<file path="src/rtl/stack_ctrl.sv">
// ---------------------------------------------------------------------------
// stack_ctrl
//   LIFO stack controller with a four-state FSM (IDLE/WRITE/READ/OUTPUT)
//   wrapped around an internal register array of 2**ADDR_WIDTH words.
//   Push latency: 2 cycles from request to IDLE.
//   Pop latency:  3 cycles from request to data_valid.
//   Requests are sampled only in IDLE. They are never queued while busy.
//
// Ports
//   control_clock  : single clock, rising edge
//   reset          : asynchronous, active-low reset
//   push_req       : push data_in (sampled in IDLE only, wins over pop_req)
//   pop_req        : pop the top word (sampled in IDLE only)
//   data_in        : push data, captured when the push is accepted
//   data_out       : last popped word, held until the next pop completes
//   data_valid     : one-cycle pulse when data_out is updated
//   busy           : FSM is not in IDLE
//   stack_ptr      : current word count, 0..2**ADDR_WIDTH
//   full_flag      : stack_ptr == 2**ADDR_WIDTH
//   empty_flag     : stack_ptr == 0
//   overflow_flag  : one-cycle pulse, push rejected because stack is full
//   underflow_flag : one-cycle pulse, pop rejected because stack is empty
// ---------------------------------------------------------------------------
module stack_ctrl #(
   parameter int DATA_WIDTH = 8,
   parameter int ADDR_WIDTH = 2
) (
   input  logic                  control_clock,
   input  logic                  reset,
   input  logic                  push_req,
   input  logic                  pop_req,
   input  logic [DATA_WIDTH-1:0] data_in,
   output logic [DATA_WIDTH-1:0] data_out,
   output logic                  data_valid,
   output logic                  busy,
   output logic [ADDR_WIDTH:0]   stack_ptr,
   output logic                  full_flag,
   output logic                  empty_flag,
   output logic                  overflow_flag,
   output logic                  underflow_flag
);

   typedef enum logic [1:0] {
      IDLE   = 2'd0,
      WRITE  = 2'd1,
      READ   = 2'd2,
      OUTPUT = 2'd3
   } state_t;

   // The pointer is one bit wider than the address so that a full stack
   // (count == depth) is distinguishable from an empty one.
   localparam logic [ADDR_WIDTH:0] PTR_FULL = {1'b1, {ADDR_WIDTH{1'b0}}};
   localparam logic [ADDR_WIDTH:0] PTR_ZERO = '0;
   localparam logic [ADDR_WIDTH:0] PTR_ONE  = {{ADDR_WIDTH{1'b0}}, 1'b1};

   state_t                  state_q,      state_d;
   logic [ADDR_WIDTH:0]     ptr_q,        ptr_d;
   logic [DATA_WIDTH-1:0]   data_out_q,   data_out_d;
   logic                    data_valid_q, data_valid_d;
   logic                    ovf_q,        ovf_d;
   logic                    udf_q,        udf_d;
   logic [DATA_WIDTH-1:0]   wdata_q,      wdata_d;
   logic                    mem_we;
   logic                    full_w;
   logic                    empty_w;

   logic [DATA_WIDTH-1:0]   mem_q [2**ADDR_WIDTH];

   assign full_w  = (ptr_q == PTR_FULL);
   assign empty_w = (ptr_q == PTR_ZERO);

   // ------------------------------------------------------------------
   // Next-state and datapath control
   // ------------------------------------------------------------------
   always_comb begin
      state_d      = state_q;
      ptr_d        = ptr_q;
      data_out_d   = data_out_q;
      wdata_d      = wdata_q;
      data_valid_d = 1'b0;
      ovf_d        = 1'b0;
      udf_d        = 1'b0;
      mem_we       = 1'b0;

      case (state_q)
         IDLE: begin
            // Push wins over pop when both are requested in the same cycle.
            if (push_req) begin
               if (full_w) begin
                  ovf_d = 1'b1;
               end else begin
                  wdata_d = data_in;
                  state_d = WRITE;
               end
            end else if (pop_req) begin
               if (empty_w) begin
                  udf_d = 1'b1;
               end else begin
                  state_d = READ;
               end
            end
         end
         WRITE: begin
            // ptr_q < depth here, so the low address bits index the array.
            mem_we  = 1'b1;
            ptr_d   = ptr_q + PTR_ONE;
            state_d = IDLE;
         end
         READ: begin
            ptr_d   = ptr_q - PTR_ONE;
            state_d = OUTPUT;
         end
         OUTPUT: begin
            // ptr_q was already decremented in READ and now points at the top word.
            data_out_d   = mem_q[ptr_q[ADDR_WIDTH-1:0]];
            data_valid_d = 1'b1;
            state_d      = IDLE;
         end
         default: begin
            state_d = IDLE;
         end
      endcase
   end

   // ------------------------------------------------------------------
   // Control and output registers (asynchronous active-low reset)
   // ------------------------------------------------------------------
   always_ff @(posedge control_clock or negedge reset) begin
      if (!reset) begin
         state_q      <= IDLE;
         ptr_q        <= PTR_ZERO;
         data_out_q   <= '0;
         data_valid_q <= 1'b0;
         ovf_q        <= 1'b0;
         udf_q        <= 1'b0;
      end else begin
         state_q      <= state_d;
         ptr_q        <= ptr_d;
         data_out_q   <= data_out_d;
         data_valid_q <= data_valid_d;
         ovf_q        <= ovf_d;
         udf_q        <= udf_d;
      end
   end

   // ------------------------------------------------------------------
   // Storage: the array and write holding register are not reset. The
   // write enable is only active in WRITE, which reset forces away, so a
   // reset mid-operation cannot corrupt the array.
   // ------------------------------------------------------------------
   always_ff @(posedge control_clock) begin
      wdata_q <= wdata_d;
      if (mem_we) begin
         mem_q[ptr_q[ADDR_WIDTH-1:0]] <= wdata_q;
      end
   end

   assign data_out       = data_out_q;
   assign data_valid     = data_valid_q;
   assign busy           = (state_q != IDLE);
   assign stack_ptr      = ptr_q;
   assign full_flag      = full_w;
   assign empty_flag     = empty_w;
   assign overflow_flag  = ovf_q;
   assign underflow_flag = udf_q;

endmodule
</file>
<file path="config.mk">
export PLATFORM = sky130hd
export DESIGN_NAME = stack_ctrl
export DESIGN_NICKNAME = d
export VERILOG_FILES = /design/src/rtl/stack_ctrl.sv
export SDC_FILE = /design/constraint.sdc
export NUM_CORES = 1
export LEC_CHECK = 0
export ABC_AREA = 1
export ABC_CLOCK_PERIOD_IN_PS = 1900
export BUFFER_PORTS_ARGS = -buffer_cell sky130_fd_sc_hd__buf_2
export CORE_MARGIN = 8
export CORE_UTILIZATION = 59
export CTS_BUF_LIST = sky130_fd_sc_hd__clkbuf_4 sky130_fd_sc_hd__clkbuf_8
export CTS_CLUSTER_DIAMETER = 100
export DETAILED_ROUTE_END_ITERATION = 8
export MAX_ROUTING_LAYER = met4
export PLACE_DENSITY_LB_ADDON = 0.25
export SETUP_SLACK_MARGIN = 0.05
export SLEW_MARGIN = 10
export SYNTH_ARGS = -nofsm -noshare
export SYNTH_HDL_FRONTEND = slang
export SYNTH_SLANG_ARGS = --single-unit
export TNS_END_PERCENT = 20
</file>
<file path="constraint.sdc">
create_clock -name control_clock -period 1.9 [get_ports control_clock]
set_clock_uncertainty 0.05 [all_clocks]
set_input_delay 0.19 -clock control_clock [delete_from_list [all_inputs] [get_ports control_clock]]
set_output_delay 0.19 -clock control_clock [all_outputs]
set_load 0.05 [all_outputs]
</file>
== After elaboration in Yosys (flattened, before gate mapping) ==
Memory sizes are Yosys's and may differ from the RTL's. A register that Yosys moved wholly into a read port is not among the register bits.
Cells that the tools add are included.
W data, S select, Z words.

* Flip-flop bits (word level): 16
* Bits in writable memories: 32
* Input bits: 12
* Output and inout port bits: 17
* Logic and storage cells: 42
* Memories kept: 1

* Add/subtract/negate cells: 2
* Equality and inequality tests: 7
* Multiplexer cells: 17
* Bitwise operators: 1
* Reductions and logical operators: 8

{| class="wikitable"
|+ Memory list
! memory !! words !! bits a word !! read ports !! clocked after Yosys merged registers in !! wr ports !! line !! source
|-
| mem_q || 4 || 8 || 1 || 1 || 1 || 67 || <nowiki>logic [DATA_WIDTH-1:0] mem_q [2**ADDR_WIDTH];</nowiki>
|}

{| class="wikitable"
|+ Operators by type and width
! operator !! count
|-
| $mux W1 || 11
|-
| $ne A3 B3 Y1 const B || 3
|-
| $mux W2 || 4
|-
| $pmux W2 S3 || 1
|-
| $pmux W3 S2 || 1
|-
| $reduce_and A3 Y1 || 2
|-
| $eq A2 B2 Y1 const B || 2
|-
| $reduce_bool A2 Y1 || 2
|-
| $add A3 B1 Y3 const B || 1
|-
| $eq A3 B3 Y1 const B || 1
|-
| $logic_not A3 Y1 || 1
|-
| $sub A3 B1 Y3 const B || 1
|-
| $eq A2 B1 Y1 const B || 1
|-
| $logic_not A2 Y1 || 1
|-
| $reduce_or A2 Y1 || 1
|-
| $logic_not A1 Y1 || 1
|-
| $not A1 Y1 || 1
|}

== Longest topological paths before layout ==
Gate-level depths: netlist of the first run.

* Depth in word-level cells: 5
* Mapped depth: 8

== Worst setup path after synthesis of the first run ==
No wires, ideal clock.

* Kind: reg2reg
* From: reg ptr_q[0], in the netlist stack_ptr[0]
* To: mem mem_q[3][0], enable pin
* Setup time: 383 ps
* Data arrival time: 1,657 ps
* Required time: 1,467 ps
* Slack: -190 ps
* Cell stages (with the launch flop): 5
* Path through: dfrtp_1 -> buf_6 -> inv_4 -> buf_6 -> nor3_1

{| class="wikitable"
|+ RTL lines
! item !! line !! source
|-
| start: declaration || 57 || <nowiki>logic [ADDR_WIDTH:0] ptr_q, ptr_d;</nowiki>
|-
| start signal: assignment || 138 || <nowiki>ptr_q <= ptr_d;</nowiki>
|-
| end: declaration || 67 ||
|}

Straight into the memory's write port.

== Final worst setup path of the first run ==
* From: reg state_q[0]
* To: reg ptr_q[2], in the netlist stack_ptr[2]

* Longest elaborated chain between the ends: 2
* Elaborated cells between the ends (all ways): 4
* Those cells by class: eq/ne (2); mux (1); reduce/logical (1)

{| class="wikitable"
|+ Ends and longest elaborated chain
! item !! line !! source
|-
| start: declaration || 56 || <nowiki>state_t state_q, state_d;</nowiki>
|-
| start signal: assignment || 137 || <nowiki>state_q <= state_d;</nowiki>
|-
| $eq A2 B2 Y1 / $eq A2 B1 Y1 (equally long branches) || 85 || <nowiki>case (state_q)</nowiki>
|-
| $pmux W3 S2 / $reduce_bool A2 Y1 (equally long branches) || - ||
|}

Several ways; a longest one is shown, not always the timed one.
A chain may end at the register's enable or synchronous reset.

==> results of run 1 <==
-- state kept, by name, indices dropped and copies added, names as in the netlist --
name            cells
stack_ptr           3
data_out            8
mem_q              32
data_valid          1
overflow_flag       1
wdata_q             8
underflow_flag      1
state_q             2
-- synth_stat cells (all sizes together) --
master | number | area [sq um]
nand2 | 44 | 165
edfxtp | 40 | 1200
nand3 | 28 | 163
dfrtp | 16 | 400
inv | 15 | 58.8
nand4 | 10 | 62.6
nor2 | 8 | 35.0
buf | 7 | 71.3
ha | 4 | 50.1
nor3 | 3 | 15.0
xor2 | 2 | 17.5
a21oi | 1 | 5.00
clkbuf | 1 | 13.8
fa | 1 | 20.0
-- worst paths after layout --
path	to	slack, ns
hold / removal	underflow_flag	0.06
setup reg to reg	stack_ptr[2]	0.21
min in group asynchronous	data_out[0]	0.25
max in group asynchronous	data_out[3]	1.29
hold reg to reg	data_out[4]	0.44
setup / recovery	stack_ptr[2]	0.21
-- area by class of cell --
type,count,area (sq um)
fill,263,1020
sequential,56,1600
tap,48,60.1
clock inverter,2,17.5
inverter,15,58.8
timing repair buffer,47,305
clock buffer,6,82.6
multi-input combinational,101,538
-- metrics by stage --
stage | cells | util [%] | hold WS (ns) | setup slack (ns)
CTS | 273 | 71.7 | 0.00237 | 0.226
detailed placement | 258 | 67.1 | 0.0656 | 0.241
finish | 275 | 72.2 | 0.0600 | 0.209
floorplan | 180 | - | -0.156 | -0.177
global placement | 258 | 67.1 | 0.0549 | 0.333
global route | 275 | 72.2 | 0.0753 | 0.126
-- layer usage --
metal / up-vias / global-route usage [%] / wire length, um
li1: 708 / - / -
met1: 708 / 15.7 / 1690
met2: 49 / 24.3 / 2100
met3: 4 / 4.90 / 333
met4: 0 / 7.78 / 55
met5: - / - / 0
-- worst register-to-register path, cell delays in order (launching register included) --
cell,delay [ns]
dfrtp_1,0.43
inv_1,0.10
ha_1,0.20
inv_1,0.09
fa_1,0.39
nand2_1,0.09
nand3_1,0.09
xor2_1,0.15
-- cells by family (layout without fill, tap and decap cells) --
group | after synthesis | after routing
xor gates and xnor gates | 2 | 2
AOI/OAI and AO/OA | 1 | 1
DFF | 56 | 56
adders and majority gates | 5 | 5
buffers and inverters | 23 | 70
and+or+nand+nor | 93 | 93
-- layout by cell type (no fill, tap or decap) --
cell / netlist / routed
inv_8: 0 / 1
nor2_1: 6 / 6
nor3_1: 3 / 2
xor2_1: 2 / 2
nor2_2: 2 / 2
ha_1: 4 / 4
nand3_1: 25 / 25
inv_1: 11 / 11
inv_2: 3 / 3
dfrtp_1: 16 / 16
buf_2: 0 / 28
clkbuf_8: 1 / 6
a21oi_1: 1 / 1
nor3_2: 0 / 1
dlygate4sd3_1: 0 / 9
nand3_4: 1 / 1
nand4_1: 10 / 10
fa_1: 1 / 1
nand3_2: 2 / 2
inv_4: 1 / 2
nand2_1: 44 / 44
buf_4: 2 / 10
edfxtp_1: 40 / 40
-- report_power, final --
part | internal [mW] | switching [mW]
Sequential | 1.65 | 0.162
Clock | 0.306 | 0.375
Combinational | 0.506 | 1.33
Total | 2.47 | 1.87
==> flow_metrics.tcl, run 1 <==
set metrics [dict create \
    drc 0 \
    synth_cells 180 \
    cp.depth 7 \
    cp.arrival_ns 1.83 \
    slowest_stage "dfrtp_1" \
    cts_setup_buffers 0 \
    antenna_found_initial 0 \
    cts_resized 0 \
    vias_per_cell 5.34 \
    placementRows 22 \
    setup_tns_ns 0 \
    status "finished, final reports clean" \
    hold_depth 3 \
    ys.warnings.count 0 \
    leakagePower_nw 1.16 \
    gr-total-overflow 0 \
    muxShareOfSynthArea_pct 0 \
    start_util_pct 61.8 \
    port_buffers 28 \
    end_kind "register" \
    r2r-start "state_q[0]" \
    root_buffer "clkbuf_8" \
    synth_compound_area_share_pct 0.220 \
    vias 1469 \
    core_sq_um 3690 \
    rr_worst_depth 7 \
    synthAdderAreaFrac_pct 3.08 \
    min-delay-start "pop_req" \
    drv_slew 0 \
    path_cells "inv_1 > ha_1 > inv_1 > fa_1 > nand2_1 > nand3_1 > xor2_1" \
    die_h_um 78.1 \
    crit_path_start "state_q[0]" \
    fp.dieW_um 78.1 \
    dieArea_sq_um 6110 \
    path_class "register to register" \
    required_ns 2.04 \
    timing.final.crit_period_ns 1.69 \
    postRouteAntennaNets 0 \
    slew_headroom_pct 77.3 \
    drv_cap 0 \
    syn_to_final_growth_pct 16.9 \
    critical_path.most_common_cell "inv_1" \
    nets 243 \
    total_power_mw 4.34 \
    clk_pin_slew_ns 0.09 \
    timing.final.hold_violations 0 \
    clk_latency_ns 0.31 \
    crit_buf_inv 2 \
    drive_gt1_share_pct 24.7 \
    setup-violations-final 0 \
    synth.avg_cell_area_sq_um 12.7 \
    yosys.area_share.simple_pct 19.3 \
    grt_pass1_wl_um 6790 \
    synth_top_family_by_area "simple AND/OR/NAND/NOR gates" \
    place_hpwl_um 2920 \
    drt-initial-drc-count 88 \
    cts_hold_buffers 7 \
    worstSetupStartpointType "register" \
    diodes 0 \
    yosysUniqueCellTypes 20 \
    ioPinCount 29 \
    critical-path-top-delay-family "adder cells" \
    ys_seq_elements 56 \
    design_area_sq_um 2660 \
    cts_buffers 5 \
    grt_pass1_vias 1501 \
    synth_xor_area_share_pct 0.769 \
    finalCritPeriodShare_pct 89.0 \
    grt_max_degree 19 \
    seq_area_frac_synth_pct 70.3 \
    cts_tree "built" \
    clkSinkCount 56 \
    grt_use_total_pct 14.8 \
    fmax_ghz 0.592 \
    wl_per_cell_um 15.2 \
    wl_um 4170 \
    placed_cell_area_sq_um 2470 \
    cts_buffer_depth 2 \
    drtPass1Iterations 4 \
    gp_congestion 0.808 \
    power.density_nw_per_um2 1630 \
    ir_drop_mv 0.802 \
    htree_levels 2 \
    hold_path_class "input port to register" \
    worst_slew_pin_slew_ns 0.341 \
    slowest_delay_ns 0.43 \
    synth.cell_area_sq_um 2280 \
    synth_nets 197 \
    worstPathMaxFanout 4 \
    rsz0062_at_grt "no" \
]
No activity file was read; power rests on OpenSTA's default activity.
==> run 2, diff against run 1 <==
Settings changed: ABC_CLOCK_PERIOD_IN_PS 1900 to 1650.
Clock period 1.9 ns to 1.65 ns, I/O delays scaled along.
==> run 2 against run 1 <==
- routed wire length rose by 14%
- clock power rose by 11%
- clock-buffer cell count did not move
- utilization rose by 3.4 points
- hold slack improved by 0.028 ns
- final cell count rose by 0.73%
- critical path depth fell by 3
- combinational power rose by 30%
- die area did not move
- highest routed layer unchanged
==> flow_metrics.tcl, run 2 (synthesized netlist as in run 1, its figures left out) <==
set metrics [dict create \
    worstPathMaxFanout 5 \
    leakagePower_nw 1.17 \
    rsz0062_at_grt "yes" \
    ir_drop_mv 1.04 \
    status "finished, final reports clean" \
    dieArea_sq_um 6110 \
    clk_latency_ns 0.31 \
    worstSetupStartpointType "register" \
    placementRows 22 \
    wl_per_cell_um 17.2 \
    postRouteAntennaNets 0 \
    drv_slew 0 \
    grt_use_total_pct 16.5 \
    drt-initial-drc-count 119 \
    nets 245 \
    layout_common_cells "nand2_1 (43), edfxtp_1 (40), buf_2 (25), nand3_1 (24), dfrtp_1 (13)" \
    gp_congestion 0.866 \
    grt_pass1_vias 1560 \
    p_sw_mw 2.34 \
    worst_hold_path.endpoint "underflow_flag" \
    r2r-start "state_q[0]" \
    required_ns 1.43 \
    met1_length_um 1810 \
    timing.final.crit_period_ns 1.59 \
    reg2reg_to "stack_ptr[2]" \
    wl_um 4770 \
    cts_buffers 5 \
    slew_headroom_pct 77.7 \
    grt_max_degree 18 \
    drtPass1Iterations 4 \
    clkSinkCount 56 \
    power.density_nw_per_um2 1900 \
    p_int_mw 2.95 \
    die_h_um 78.1 \
    vias_per_cell 5.52 \
    path_cells "nor2_4 > inv_2 > nor2_4 > buf_4" \
    p_sw_share_pct 44.2 \
    drive_gt1_share_pct 31.9 \
    drc 0 \
    diodes 0 \
    p_seq_share_pct 40.4 \
    critical_path.most_common_cell "nor2_4" \
    cts_tree "built" \
    combPwrFrac_pct 45.3 \
    drv_cap 0 \
    fin_util_pct 75.6 \
    worst_slew_pin_slew_ns 0.335 \
    timing.final.hold_violations 0 \
    clk_pin_slew_ns 0.09 \
    wl_met2_um 2460 \
    min-delay-start "pop_req" \
    port_buffers 28 \
    gr-total-overflow 0 \
    start_util_pct 61.8 \
    rr_worst_depth 7 \
    htree_levels 2 \
    place_hpwl_um 3050 \
    hold_depth 3 \
    end_kind "output pin" \
    slowest_stage "dfrtp_2" \
    hold_path_class "input port to register" \
    antenna_found_initial 0 \
    largest_reg_flops 32 \
    critical-path-top-delay-family "flip-flops" \
    r2r_setup_slack_ns 0.09 \
    cts_buffer_depth 2 \
    cp.arrival_ns 1.37 \
    fmax_ghz 0.631 \
    crit_buf_inv 2 \
    slowest_delay_ns 0.48 \
    dr.max_layer_used "met4" \
    finalCritPeriodShare_pct 96.1 \
    clockPowerShare_pct 14.3 \
    fp.dieW_um 78.1 \
    final_common_cell "nand2_1" \
    design_area_sq_um 2790 \
    placed_cell_area_sq_um 2550 \
    syn_to_final_growth_pct 22.4 \
    core_sq_um 3690 \
    path_class "register to output pin" \
    root_buffer "clkbuf_8" \
    route.met3.wl_um 358 \
    grt_pass1_wl_um 7470 \
    ioPinCount 29 \
    setup-violations-final 0 \
    vias 1528 \
]
-- run 2: cell types whose count changed in the layout (fill, tap and decap cells not counted), moves of 3 or more --
cell / delta
nor2_1: -4
dfrtp_2: +3
buf_2: -3
buf_12: +3
dfrtp_1: -3
-- run 2: repair_timing --
item | in CTS | in global routing
gates cloned | 0 | 0
endpoints found under the hold margin | 24 | 0
hold buffers | 9 | 0
buffers inserted | 0 | 1
resized for setup | 3 | 10
endpoints found under the setup margin | 5 | 7
-- run 2: power groups by stage --
stage               clock network, mW  registers [mW]  logic (mW)
floorplan                           0            2.54        1.30
global placement                    0            2.11        2.18
detailed placement                  0            2.13        2.24
CTS                             0.761            2.11        2.30
global route                    0.818            2.17        2.58
finish                          0.758            2.13        2.39
-- run 2: worst register-to-register path, cell delays in order, from the launching register on --
cell and delay [ns]:
dfrtp_1 0.43, inv_2 0.11, ha_4 0.15, inv_1 0.06, fa_2 0.34, nand2_1 0.08
nand3_1 0.09, xor2_1 0.15
-- run 2: worst max path at each step --
stage | startpoint | to | slack, ns | cells past startpoint
2_1_floorplan | stack_ptr[2] | wdata_q[0] | -0.05 | 3
3_3_place_gp | state_q[0] | stack_ptr[2] | 0.13 | 7
3_5_place_dp | state_q[0] | stack_ptr[2] | 0.07 | 7
4_1_cts | state_q[0] | busy | 0.02 | 4
5_1_grt | state_q[0] | stack_ptr[2] | 0.009 | 8
6_report | stack_ptr[0] | full_flag | 0.06 | 4
-- run 2: cell type report --
| type | count | area (sq um) |
|---|---|---|
| flip-flops and latches | 56 | 1610 |
| inverters | 15 | 58.8 |
| well taps | 48 | 60.1 |
| clock buffers | 6 | 76.3 |
| repair buffers | 49 | 365 |
| fillers | 229 | 901 |
| multi-input cells | 101 | 606 |
| clock inverters | 2 | 16.3 |
-- run 2: stage by stage --
stage	power [mW]	setup WS [ns]	setup TNS (ns)	hold slack, ns	instances
floorplan	3.84	-0.0474	-1.04	-0.181	180
global placement	4.29	0.127	0	0.0275	259
detailed placement	4.37	0.0749	0	0.0359	259
CTS	5.17	0.0173	0	0.0341	276
global route	5.57	0.00885	0	0.0893	277
finish	5.29	0.0644	0	0.0875	277
-- run 2: layer usage --
metal  global-route usage (%)  up-vias
met1                     17.6      731
met5                        -        -
met4                     6.11        0
li1                         -      716
met2                     27.8       64
met3                     5.58       17
==> run 3, diff against run 2 <==
Settings changed: ABC_CLOCK_PERIOD_IN_PS 1650 to 1900, CORE_UTILIZATION 59 to 60.
Clock period 1.65 ns to 1.9 ns, I/O delays scaled along.
==> run 3 against run 2 <==
- routed wire length down 16%
- register-to-register slack better by 0.12 ns
- sequential share of layout area up 3.3 points
- largest power group unchanged
- combinational power down 23%
- power down 17%
- non-clock buffer count down 7
- die area down 1.3%
- highest routed layer unchanged
- first-iteration DRC count up 15%
- clock power up 2%
- hold slack worse by 0.077 ns
- critical path depth up 3
==> flow_metrics.tcl, run 3 (synthesized netlist as in run 1, its figures left out) <==
set metrics [dict create \
    timing.final.hold_violations 0 \
    drtPass1Iterations 4 \
    drv_slew 0 \
    cts_tree "built" \
    placed_cells 258 \
    required_ns 2.04 \
    reg2reg_to "stack_ptr[2]" \
    postRouteAntennaNets 0 \
    status "finished, final reports clean" \
    antenna_found_initial 0 \
    wl_per_cell_um 14.9 \
    cts_resized 0 \
    placed_cell_area_sq_um 2470 \
    syn_to_final_growth_pct 15.4 \
    grt_pass1_wl_um 6690 \
    drv_cap 0 \
    setup-violations-final 0 \
    htree_levels 2 \
    layout_common_cells "nand2_1 (44), edfxtp_1 (40), buf_2 (28), nand3_1 (25), dfrtp_1 (16)" \
    finalCritPeriodShare_pct 88.8 \
    leakagePower_nw 1.14 \
    end_kind "register" \
    grt_pass1_vias 1444 \
    nets 238 \
    root_buffer "clkbuf_8" \
    cts_buffer_depth 2 \
    grt_max_degree 20 \
    gp_congestion 0.873 \
    port_buffers 28 \
    worstSetupEndpoint "stack_ptr[2]" \
    design_area_sq_um 2630 \
    drc 0 \
    vias 1439 \
    wl_met2_um 1950 \
    wl_um 4020 \
    core_sq_um 3660 \
    slew_headroom_pct 76.5 \
    largest_reg_flops 32 \
    cp.arrival_ns 1.82 \
    dieArea_sq_um 6020 \
    worstSetupStartpointType "register" \
    drive_gt1_share_pct 25.2 \
    worstPathMaxFanout 4 \
    start_util_pct 62.2 \
    fp.dieW_um 77.6 \
    die_h_um 77.6 \
    crit_path_start "state_q[0]" \
    vias_per_cell 5.33 \
    hold_path_class "input port to register" \
    grt_use_total_pct 14.2 \
    rsz0062_at_grt "no" \
    path_class "register to register" \
    clkSinkCount 56 \
    timing.final.crit_period_ns 1.69 \
    ioPinCount 29 \
    total_power_mw 4.41 \
    placementRows 22 \
    setup_tns_ns 0 \
    nFillCells 250 \
    clk_pin_slew_ns 0.09 \
    drt-initial-drc-count 137 \
    rr_worst_depth 7 \
    r2r_setup_slack_ns 0.21 \
    met1_length_um 1710 \
    final_common_cell "nand2_1" \
    diodes 0 \
    route.met3.wl_um 314 \
    cts_buffers 5 \
    finalNonFillerCells 270 \
    power.density_nw_per_um2 1680 \
    dr.max_layer_used "met4" \
    place_hpwl_um 2890 \
    fmax_ghz 0.593 \
    gr-total-overflow 0 \
    worst_slew_pin_slew_ns 0.353 \
    ir_drop_mv 0.796 \
    clk_latency_ns 0.30 \
    r2r-start "state_q[0]" \
]
## run 3: cell count changes in the layout (fill, tap and decap cells not counted), moves of 2 or more
cell	change
dfrtp_1	+3
buf_2	+3
dfrtp_2	-3
dlygate4sd3_1	-5
nor3_1	+2
nor3_4	-2
nor2_1	+4
buf_12	-3
nor2_4	-2
nor2_2	-2
ha_1	+2
## run 3: worst min path at each step
stage,end,depth (start not counted),from
6_report,wdata_q[7],1,data_in[7]
5_1_grt,wdata_q[5],1,data_in[5]
4_1_cts,wdata_q[0],1,data_in[0]
3_5_place_dp,underflow_flag,1,reset
3_3_place_gp,overflow_flag,1,reset
2_1_floorplan,data_out[0],0,reset
## run 3: repair_timing
item                      CTS  global route
hold endpoints to repair   16             3
hold buffers                1             3
setup buffers               0             0
## run 3: cell type report
class                           count  area [sq um]  area share [%]
Clock inverter                      2          38.8            1.48
Clock buffer                        6          76.3            2.90
Tap cell                           48          60.1            2.28
Sequential cell                    56          1600            60.9
Inverter                           15          58.8            2.24
Multi-Input combinational cell    101           538            20.5
Timing Repair Buffer               42           255            9.71
## run 3: worst max-delay path, stage by stage, from the launching register on
cell and delay [ns]:
dfrtp_1 0.42, inv_1 0.11, ha_1 0.21, inv_1 0.08
fa_1 0.38, nand2_1 0.08, nand3_1 0.09, xor2_1 0.15
## run 3: stage by stage
step           utilization [%]  setup slack, ns  hold WS [ns]
2_1_floorplan                -           -0.177        -0.156
3_3_place_gp              67.6            0.338        0.0584
3_5_place_dp              67.6            0.235        0.0663
4_1_cts                   71.0            0.234       0.00206
5_1_grt                   71.8            0.151       0.00163
6_report                  71.8            0.213        0.0105
## run 3: metal layers
metal  up-vias  GRT usage, %
li1        697             -
met1       678          16.6
met2        58          22.1
met3         6          4.61
met4         0          6.42
met5         -             -
## run 3: report_power, final
part           switching (mW)  internal [mW]
Sequential              0.155           1.65
Combinational            1.33          0.499
Clock                   0.360          0.413
